[src/rtl/wormhole_port_scheduler_pkg.sv]
// wormhole_port_scheduler_pkg: flit types, port indices and scheduler states
package wormhole_port_scheduler_pkg;
  localparam logic [2:0] FLIT_HEADER = 3'b001;
  localparam logic [2:0] FLIT_BODY = 3'b010;
  localparam logic [2:0] FLIT_TAIL = 3'b100;
  localparam int PORT_L = 0;
  localparam int PORT_N = 1;
  localparam int PORT_E = 2;
  localparam int PORT_W = 3;
  localparam int PORT_S = 4;
  typedef enum logic {IDLE, ACTIVE} state_t;
endpackage

[src/rtl/wormhole_port_scheduler_rr_pick5.sv]
// rr_pick5: combinational round-robin pick of the first eligible input after i_ptr
module rr_pick5 #(
  parameter int N = 5,
  parameter int PW = $clog2(N)
) (
  input  logic [N-1:0]  i_elig,
  input  logic [PW-1:0] i_ptr,
  output logic [N-1:0]  o_win,
  output logic          o_found
);
  logic [PW-1:0] w_i;
  // scan ptr+1, ptr+2, ... modulo N and keep the first hit
  always_comb begin
    o_win = '0;
    o_found = 1'b0;
    w_i = '0;
    for (int k = 1; k <= N; k++) begin
      w_i = PW'((int'(i_ptr) + k) % N);
      if (!o_found && i_elig[w_i]) begin
        o_win[w_i] = 1'b1;
        o_found = 1'b1;
      end
    end
  end
endmodule

[src/rtl/wormhole_port_scheduler.sv]
// wormhole_port_scheduler: per-output wormhole lock with round-robin header arbitration; optional WORMHOLE_TIMEOUT_EN forces release after a stall
module wormhole_port_scheduler
  import wormhole_port_scheduler_pkg::*;
#(
  parameter int NUM_PORTS = 5,
  parameter int LEN_W = 12,
  parameter int TIMEOUT = 1023
) (
  input  logic                       clk,
  input  logic                       rst,
  input  logic [NUM_PORTS-1:0]       req_i,
  input  logic [3*NUM_PORTS-1:0]     flit_id_i,
  input  logic [LEN_W*NUM_PORTS-1:0] length_i,
  input  logic                       out_ready_i,
  output logic [NUM_PORTS-1:0]       grant_o,
  output logic [NUM_PORTS-1:0]       sel_o,
  output logic                       busy_o,
  output logic [LEN_W-1:0]           flits_left_o,
  output logic                       timeout_o
);
  localparam int PW = $clog2(NUM_PORTS);
  state_t r_state;
  logic [PW-1:0] r_owner, r_rr, w_idx;
  logic [LEN_W-1:0] r_cnt, w_len;
  logic [NUM_PORTS-1:0] w_elig, w_win;
  logic w_found, w_fire, w_expire;
  // only header flits may compete; note the winner's index and length
  always_comb begin
    w_elig = '0;
    w_idx = '0;
    w_len = '0;
    for (int i = 0; i < NUM_PORTS; i++) begin
      w_elig[i] = req_i[i] && flit_id_i[3*i +: 3] == FLIT_HEADER;
      if (w_win[i]) begin
        w_idx = PW'(i);
        w_len = length_i[LEN_W*i +: LEN_W];
      end
    end
  end
  rr_pick5 #(.N(NUM_PORTS)) u_pick (
    .i_elig(w_elig),
    .i_ptr(r_rr),
    .o_win(w_win),
    .o_found(w_found)
  );
  assign w_fire = r_state == ACTIVE && req_i[r_owner] && out_ready_i;
  assign grant_o = w_fire ? NUM_PORTS'(1) << r_owner : '0;
  assign sel_o = r_state == ACTIVE ? NUM_PORTS'(1) << r_owner : '0;
  assign busy_o = r_state == ACTIVE;
  assign flits_left_o = r_cnt;
`ifdef WORMHOLE_TIMEOUT_EN
  localparam int SW = $clog2(TIMEOUT + 1);
  logic [SW-1:0] r_stall;
  logic r_to;
  assign w_expire = r_state == ACTIVE && !w_fire && r_stall == SW'(TIMEOUT - 1);
  assign timeout_o = r_to;
  // count consecutive grantless locked cycles and pulse on forced release
  always_ff @(posedge clk) begin
    r_stall <= (rst || r_state == IDLE || w_fire || w_expire) ? '0 : r_stall + 1'b1;
    r_to <= !rst && w_expire;
  end
`else
  localparam int unused_timeout = TIMEOUT;
  assign w_expire = 1'b0;
  assign timeout_o = 1'b0;
`endif
  // lock on a winning header, count flits down, release on last flit or expiry
  always_ff @(posedge clk) begin
    if (rst) begin
      r_state <= IDLE;
      r_owner <= '0;
      r_rr <= PW'(NUM_PORTS - 1);
      r_cnt <= '0;
    end else if (r_state == IDLE) begin
      if (w_found) begin
        r_owner <= w_idx;
        r_cnt <= w_len == '0 ? LEN_W'(1) : w_len;
        r_state <= ACTIVE;
      end
    end else if (w_fire) begin
      r_cnt <= r_cnt - 1'b1;
      if (r_cnt == LEN_W'(1)) begin
        r_state <= IDLE;
        r_rr <= r_owner;
      end
    end else if (w_expire) begin
      r_state <= IDLE;
      r_rr <= r_owner;
      r_cnt <= '0;
    end
  end
endmodule

[config.mk]
export PLATFORM = sky130hd
export DESIGN_NAME = wormhole_port_scheduler
export DESIGN_NICKNAME = d
export VERILOG_FILES = /design/src/rtl/wormhole_port_scheduler_pkg.sv /design/src/rtl/wormhole_port_scheduler_rr_pick5.sv /design/src/rtl/wormhole_port_scheduler.sv
export SDC_FILE = /design/constraint.sdc
export NUM_CORES = 1
export LEC_CHECK = 0
export CAP_MARGIN = 20
export CORE_AREA = 3 3 96 98
export DETAILED_ROUTE_END_ITERATION = 6
export DIE_AREA = 0 0 99 101
export PLACE_DENSITY = 0.85
export SLEW_MARGIN = 20
export SYNTH_ARGS = -nofsm -noshare
export SYNTH_HDL_FRONTEND = slang
export SYNTH_SLANG_ARGS = --single-unit
[constraint.sdc]
create_clock -name clk -period 6.7 [get_ports clk]
set_input_delay 1.34 -clock clk [delete_from_list [all_inputs] [get_ports clk]]
set_output_delay 1.34 -clock clk [all_outputs]
set_load 0.05 [all_outputs]
* Word-level counts from Yosys, hierarchy flattened *
Index checks and enable logic that the tools add are counted.

word-level totals
  bits in registers = 19
  bits in latches = 0
  RAM bits = 0
  memory bits (read-only) = 0
  input port bits = 83
  output and inout port bits = 24
  word-level logic and storage cells = 115
  memories = 0

operators by class
  $add $sub $neg = 6
  $mul = 0
  div/mod/pow operators = 5
  order comparisons = 11
  equality and inequality tests = 7
  shifts and indexed selects = 1
  mux-type cells = 51
  bitwise operators = 5
  reductions and logical operators = 25

operator list
  kind                                                                      count
  32-bit by 4-bit remainder unit with 32-bit output, second input constant  5
  12-bit two-way mux                                                        9
  5-bit two-way mux                                                         7
  3-bit by 4-bit < comparator with 1-bit output, second input constant      6
  1-bit two-way mux                                                         21
  5-bit OR                                                                  4
  1-bit binary-select mux with 3-bit select                                 6
  1-bit logical AND                                                         16
  1-bit demux with 3-bit select                                             5
  3-bit by 1-bit == test with 1-bit output, second input constant           5
  3-bit by 1-bit >= comparator with 1-bit output, second input constant     5
  12-bit by 1-bit == test with 1-bit output, second input constant          1
  12-bit zero test                                                          1
  12-bit by 1-bit subtractor with 12-bit output, second input constant      1
  3-bit by 2-bit adder with 4-bit output, second input constant             2
  3-bit by 3-bit adder with 4-bit output, second input constant             2
  1-bit by 3-bit left shift with 5-bit output, first input constant         1
  3-bit by 1-bit adder with 4-bit output, second input constant             1
  1-bit zero test                                                           4
  2-bit two-way mux                                                         2
  2-bit AND reduction                                                       2
  3-bit two-way mux                                                         1
  3-bit AND reduction                                                       1
  2-bit by 1-bit inequality test with 1-bit output, second input constant   1
  other kinds (2)                                                           2

* Logic depth before layout (Yosys ltp) *
Gate-level depths: netlist of run 1.

  depth in word-level cells = 26
  mapped depth = 27
  mapped depth without buffers = 22

* Modules after synthesis *
From an unflattened synthesis of run 1, not the netlist that was laid out.

second synthesis, totals
  cell total of the unflattened synthesis = 557
  area, all modules = 3,986.3 µm²

modules (own cells, without submodules)
  module                   instances  cells an instance  area an instance (µm²)  seq. area each (µm²)
  rr_pick5                 1          313                2,217.1                 0.0
  wormhole_port_scheduler  1          244                1,769.2                 380.4

* Worst setup path after synthesis of run 1 *
OpenSTA, ideal clock, no wires.

  kind = flip-flop to flip-flop
  start point = register r_rr[0]
  end point = register r_cnt[0], in the netlist flits_left_o[0]
  setup time = 80 ps
  arrival time = 6,043 ps
  required time = 6,620 ps
  setup slack = 578 ps
  cell stages (with the launch flop) = 27
  path buffers = 5
  clock period less this slack = 6,122 ps
  path through = dfxtp_1 buf_2 buf_1 clkbuf_1 inv_1 ha_1 buf_2 inv_1 ha_1 nor2_1 a21oi_2 xnor2_1 inv_1 ha_1 nand2b_1 a31o_1 mux2i_1 nor3_1 a211oi_1 o31ai_1 or2_4 buf_6 a221o_1 a221oi_2 nand3_1 or3_1 a211oi_2

on the way
  cells in the longest elaborated chain, start to end = 26
  elaborated cells between the ends (all ways) = 78
  those cells by class = add/sub (5); div (5); order compare (10); mux (38); bitwise (4); reduce/logical (16)

RTL lines
  what                                                                                        line                           text
  from (decl)                                                                                 wormhole_port_scheduler.sv:23  logic [PW-1:0] r_owner, r_rr, w_idx;
  from (signal assigned)                                                                      wormhole_port_scheduler.sv:72  r_rr <= PW'(NUM_PORTS - 1);
  from (signal assigned)                                                                      wormhole_port_scheduler.sv:84  r_rr <= r_owner;
  from (signal assigned)                                                                      wormhole_port_scheduler.sv:88  r_rr <= r_owner;
  branches (longest 26 deep; another with 32-bit by 4-bit remainder unit with 32-bit output)  --
  to (signal assigned)                                                                        wormhole_port_scheduler.sv:77  r_cnt <= w_len == '0 ? LEN_W'(1) : w_len;
  to (signal assigned)                                                                        wormhole_port_scheduler.sv:81  r_cnt <= r_cnt - 1'b1;
  to (decl)                                                                                   wormhole_port_scheduler.sv:24  logic [LEN_W-1:0] r_cnt, w_len;

Several ways; the timed one is not identified. The select of a mux whose other input is x is not followed.
A chain may end at the register's enable or synchronous reset.

* Worst setup path in the final report of run 1 *
  start point = register r_rr[1]
  end point = register r_cnt[7], in the netlist flits_left_o[7]

The elaborated chain is that of the path after synthesis.

==> metrics.md, run 1 <==
| Metric | Value |
|---|---|
| GRT Util Overall | `0.242` |
| Die width | `99 um` |
| Initial antenna violation count | `0` |
| Number of post-CTS setup repair buffers | `0` |
| Ant diodes | `0` |
| Setup violators final | `0` |
| Min cycle time layout | `6220 ps` |
| CTS buffer count | `3` |
| Die Span Y | `101 um` |
| Core ar. | `8550 um^2` |
| Min-delay worst type | `flip-flop to flip-flop` |
| Depth of the CTS H-tree | `1` |
| XOR/XNOR Fraction of Synth Area | `0.0295` |
| Syn Area/Cell | `7.26 um^2` |
| Post-synth EDFFs | `0` |
| Synth Area in Compound Gates | `0.365` |
| Post-Syn Area | `3780 um^2` |
| Clk_skew | `7.27 ps` |
| Largest family of logic cells by synthesized area | `compound AO/OA/AOI/OAI gates` |
| Yosys warns | `0` |
| DR WL/cell | `17.8 um` |
| Rows | `34` |
| TritonCTS clock tree | `built` |
| Num ports | `107` |
| Placement Cell Area | `4910 um^2` |
| Status | `finished clean` |
| Most used DFF post-synth | `dfxtp_1` |
| Total of max-cap violations | `0` |
| Clk root buf | `clkbuf_8` |
| Via/cell ratio | `6.25` |
| CP top delay family | `compound AO/OA/AOI/OAI gates` |
| Distinct cells, synth | `84` |
| Post-route cell area | `4970 um^2` |
| RSZ-0062 raised after global routing | `false` |
| Slew Limit Fails | `0` |
| Area grow syn2layout | `31.6%` |
| LEAKAGE | `1.91 nW` |
| DRT iter0 DRCs | `477` |
| Antenna Nets Post-Route | `0` |
| Switching share of power | `0.425` |
| CP peak stage delay | `580 ps` |
| Crit-path max FO | `13` |
| Gate power share | `0.542` |
| Worst Max-Slew Pin Slew | `822 ps` |
| CP Class | `flip-flop to flip-flop` |
| Grt total ovfl | `0` |
| Most frequent cell after synthesis | `nor2_1` |
| Slew HR | `0.450` |
| Non-filler cells, final | `721` |
| Starting Density | `0.442` |
| Hpwl dp | `10.2 mm` |
| Clock Latency Late Sink | `270 ps` |
| First-pass DRT Iterations | `6` |
| Inst Count DP | `717` |
| CP bufs+invs | `1` |
| Pwr per Cell Area | `99.2 nW/um^2` |
| Sum Neg Setup Slack | `0 ps` |
| Dpl ws | `517 ps` |
| Synth Area in Simple Gates | `0.273` |
| CTS max path bufs | `2` |
| Async SR Flop Fraction | `0` |
| Max VDD drop | `0.0000879 V` |
| Crit path DAT | `6420 ps` |
| Mux contribution to synthesized area | `0.0662` |
| Post-synthesis adder-cell area fraction | `0.0954` |
| Aggregate routed wire length | `12.8 mm` |
| P_int | `0.284 mW` |
| Final core occ | `0.582` |
| Syn nets | `631` |
| Clock Power Share | `0.175` |
| Vias | `4504` |
| Fin nets | `725` |
| Startpoint types | `flip-flop` |
| Register area share after synthesis | `0.101` |
| Synth top area share | `0.101` |
| Syn Inst Count | `520` |
| DRC violations left | `0` |
| Area contributors post-synth | `dfxtp_1 10%, ha_1 9.3%, nor2_1 5.1%` |
| Port buffer count | `105` |
| Power Total | `0.493 mW` |
| Hold WS | `584 ps` |
| Cell taking the most area after synthesis | `dfxtp_1` |
| Crit. End Element | `flip-flop` |
| Fmax achieved | `0.161 GHz` |
| Sequential share of power | `0.283` |
| Fin crit share | `0.928` |
| CP cell instances | `inv_1 > ha_1 > o31ai_1 > xnor2_1 > ha_1 > nand2b_1 > a21oi_1 > mux2i_1 > mux2_2 > a221oi_1 > nand3_1 > o41ai_1 > a21o_1 > a221o_1 > a221oi_1 > o21ai_0 > a22oi_1 > nor2_1` |
| Setup ws final | `480 ps` |
| Slowest-stage cell, CP | `mux2i_1` |
| FF+latch count, synth | `19` |
| Critical Path RT | `6900 ps` |
| Vias in the first global route | `4188` |
| First-pass GRT wire length | `20.2 mm` |
| Clock transition at path regs | `80 ps` |
| Die area | `10000 um^2` |
| Hold Fails Final Rpt | `0` |
| Net switching power | `0.210 mW` |
| Clk sink count | `19` |
| Pin count of the biggest net entering global routing | `35` |
| Share of cells above drive strength 1 | `0.0734` |
| Gpl congestion | `0.999` |
| Post-synth top cells | `51 x nor2_1, 45 x nand2_1, 33 x inv_1` |
==> metal layers <==
layer	vias up	track usage	wire, um
met5	-	0	0
met4	0	0.0672	187
met3	17	0.0166	998
met2	214	0.418	6210
met1	2098	0.324	5430
li1	2175	-	-
==> worst min-delay path, stage by stage (launching register included) <==
cell	delay (ps)
dfxtp_1	350
a21oi_1	130
a211oi_1	60
==> timing repair <==
| action | in CTS | in global routing |
|---|---|---|
| hold buffers | 0 | 0 |
| endpoints found under the setup margin | 0 | 1 |
| resized for setup | 0 | 3 |
==> state kept, by name, summed over array words and instances, names as in the netlist <==
signal	cells
r_rr	3
busy_o	1
r_owner	3
flits_left_o	12
==> worst paths after layout <==
check	cells past startpoint	to	slack, ps	startpoint
worst max-delay path	18	flits_left_o[7]	480	r_rr[1]
worst min-delay path	2	flits_left_o[4]	580	flits_left_o[4]
worst min register to register	2	flits_left_o[4]	580	flits_left_o[4]
worst max register to register	18	flits_left_o[7]	480	r_rr[1]
==> power groups by stage <==
stage               Clock (mW)  Sequential, mW  Combinational, mW
finish                  0.0863           0.139              0.267
global route            0.0897           0.141              0.287
CTS                     0.0871           0.139              0.263
detailed placement           0           0.141              0.262
global placement             0           0.141              0.259
floorplan                    0           0.167              0.132
==> layout by cell type (no fill, tap or decap), types with 5 or more instances in the layout <==
cell	n
o211ai_1	8
a21o_1	9
nand3_1	13
nand2b_1	14
a22oi_1	12
nor2_1	51
buf_4	9
xnor2_1	7
o211a_1	5
a221oi_1	10
a221o_1	5
nor4bb_1	5
nor3_1	15
o21ai_0	19
o21ai_1	5
nand2_1	45
nor4_1	6
ha_1	28
o2bb2ai_1	8
and3_1	5
nor2b_1	10
clkdlybuf4s50_1	105
mux2i_1	15
and2_1	5
inv_1	33
dfxtp_1	19
a211oi_1	12
a22o_1	5
a21oi_1	26
nand4_1	5
==> kinds of logic (layout without fill, tap and decap cells) <==
kind of cell               Yosys count  after routing
AOI/OAI and AO/OA                  178            178
xor gates and xnor gates            11             11
adders and majority gates           29             29
buffers and inverters               62            155
DFF                                 19             19
muxes                               22             22
other                                1              1
and+or+nand+nor                    198            198
==> layout make-up <==
type	count	area, um^2
repair buffers	114	1120
flip-flops and latches	19	380
well taps	108	135
inverters	37	139
multi-input cells	439	3150
fillers	784	3580
clock buffers	3	41.3
clock inverters	1	5.00
Power figures use the tool's default switching activity.
==> run 2, diff against run 1 <==
--- a/config.mk
+++ b/config.mk
@@ -5,7 +5,7 @@
 export SDC_FILE = /design/constraint.sdc
 export NUM_CORES = 1
 export LEC_CHECK = 0
-export CAP_MARGIN = 20
+export CAP_MARGIN = 5
 export CORE_AREA = 3 3 96 98
 export DETAILED_ROUTE_END_ITERATION = 6
 export DIE_AREA = 0 0 99 101
==> results of run 2 <==
Final layout, timing and power as in run 1 (identical DEF).
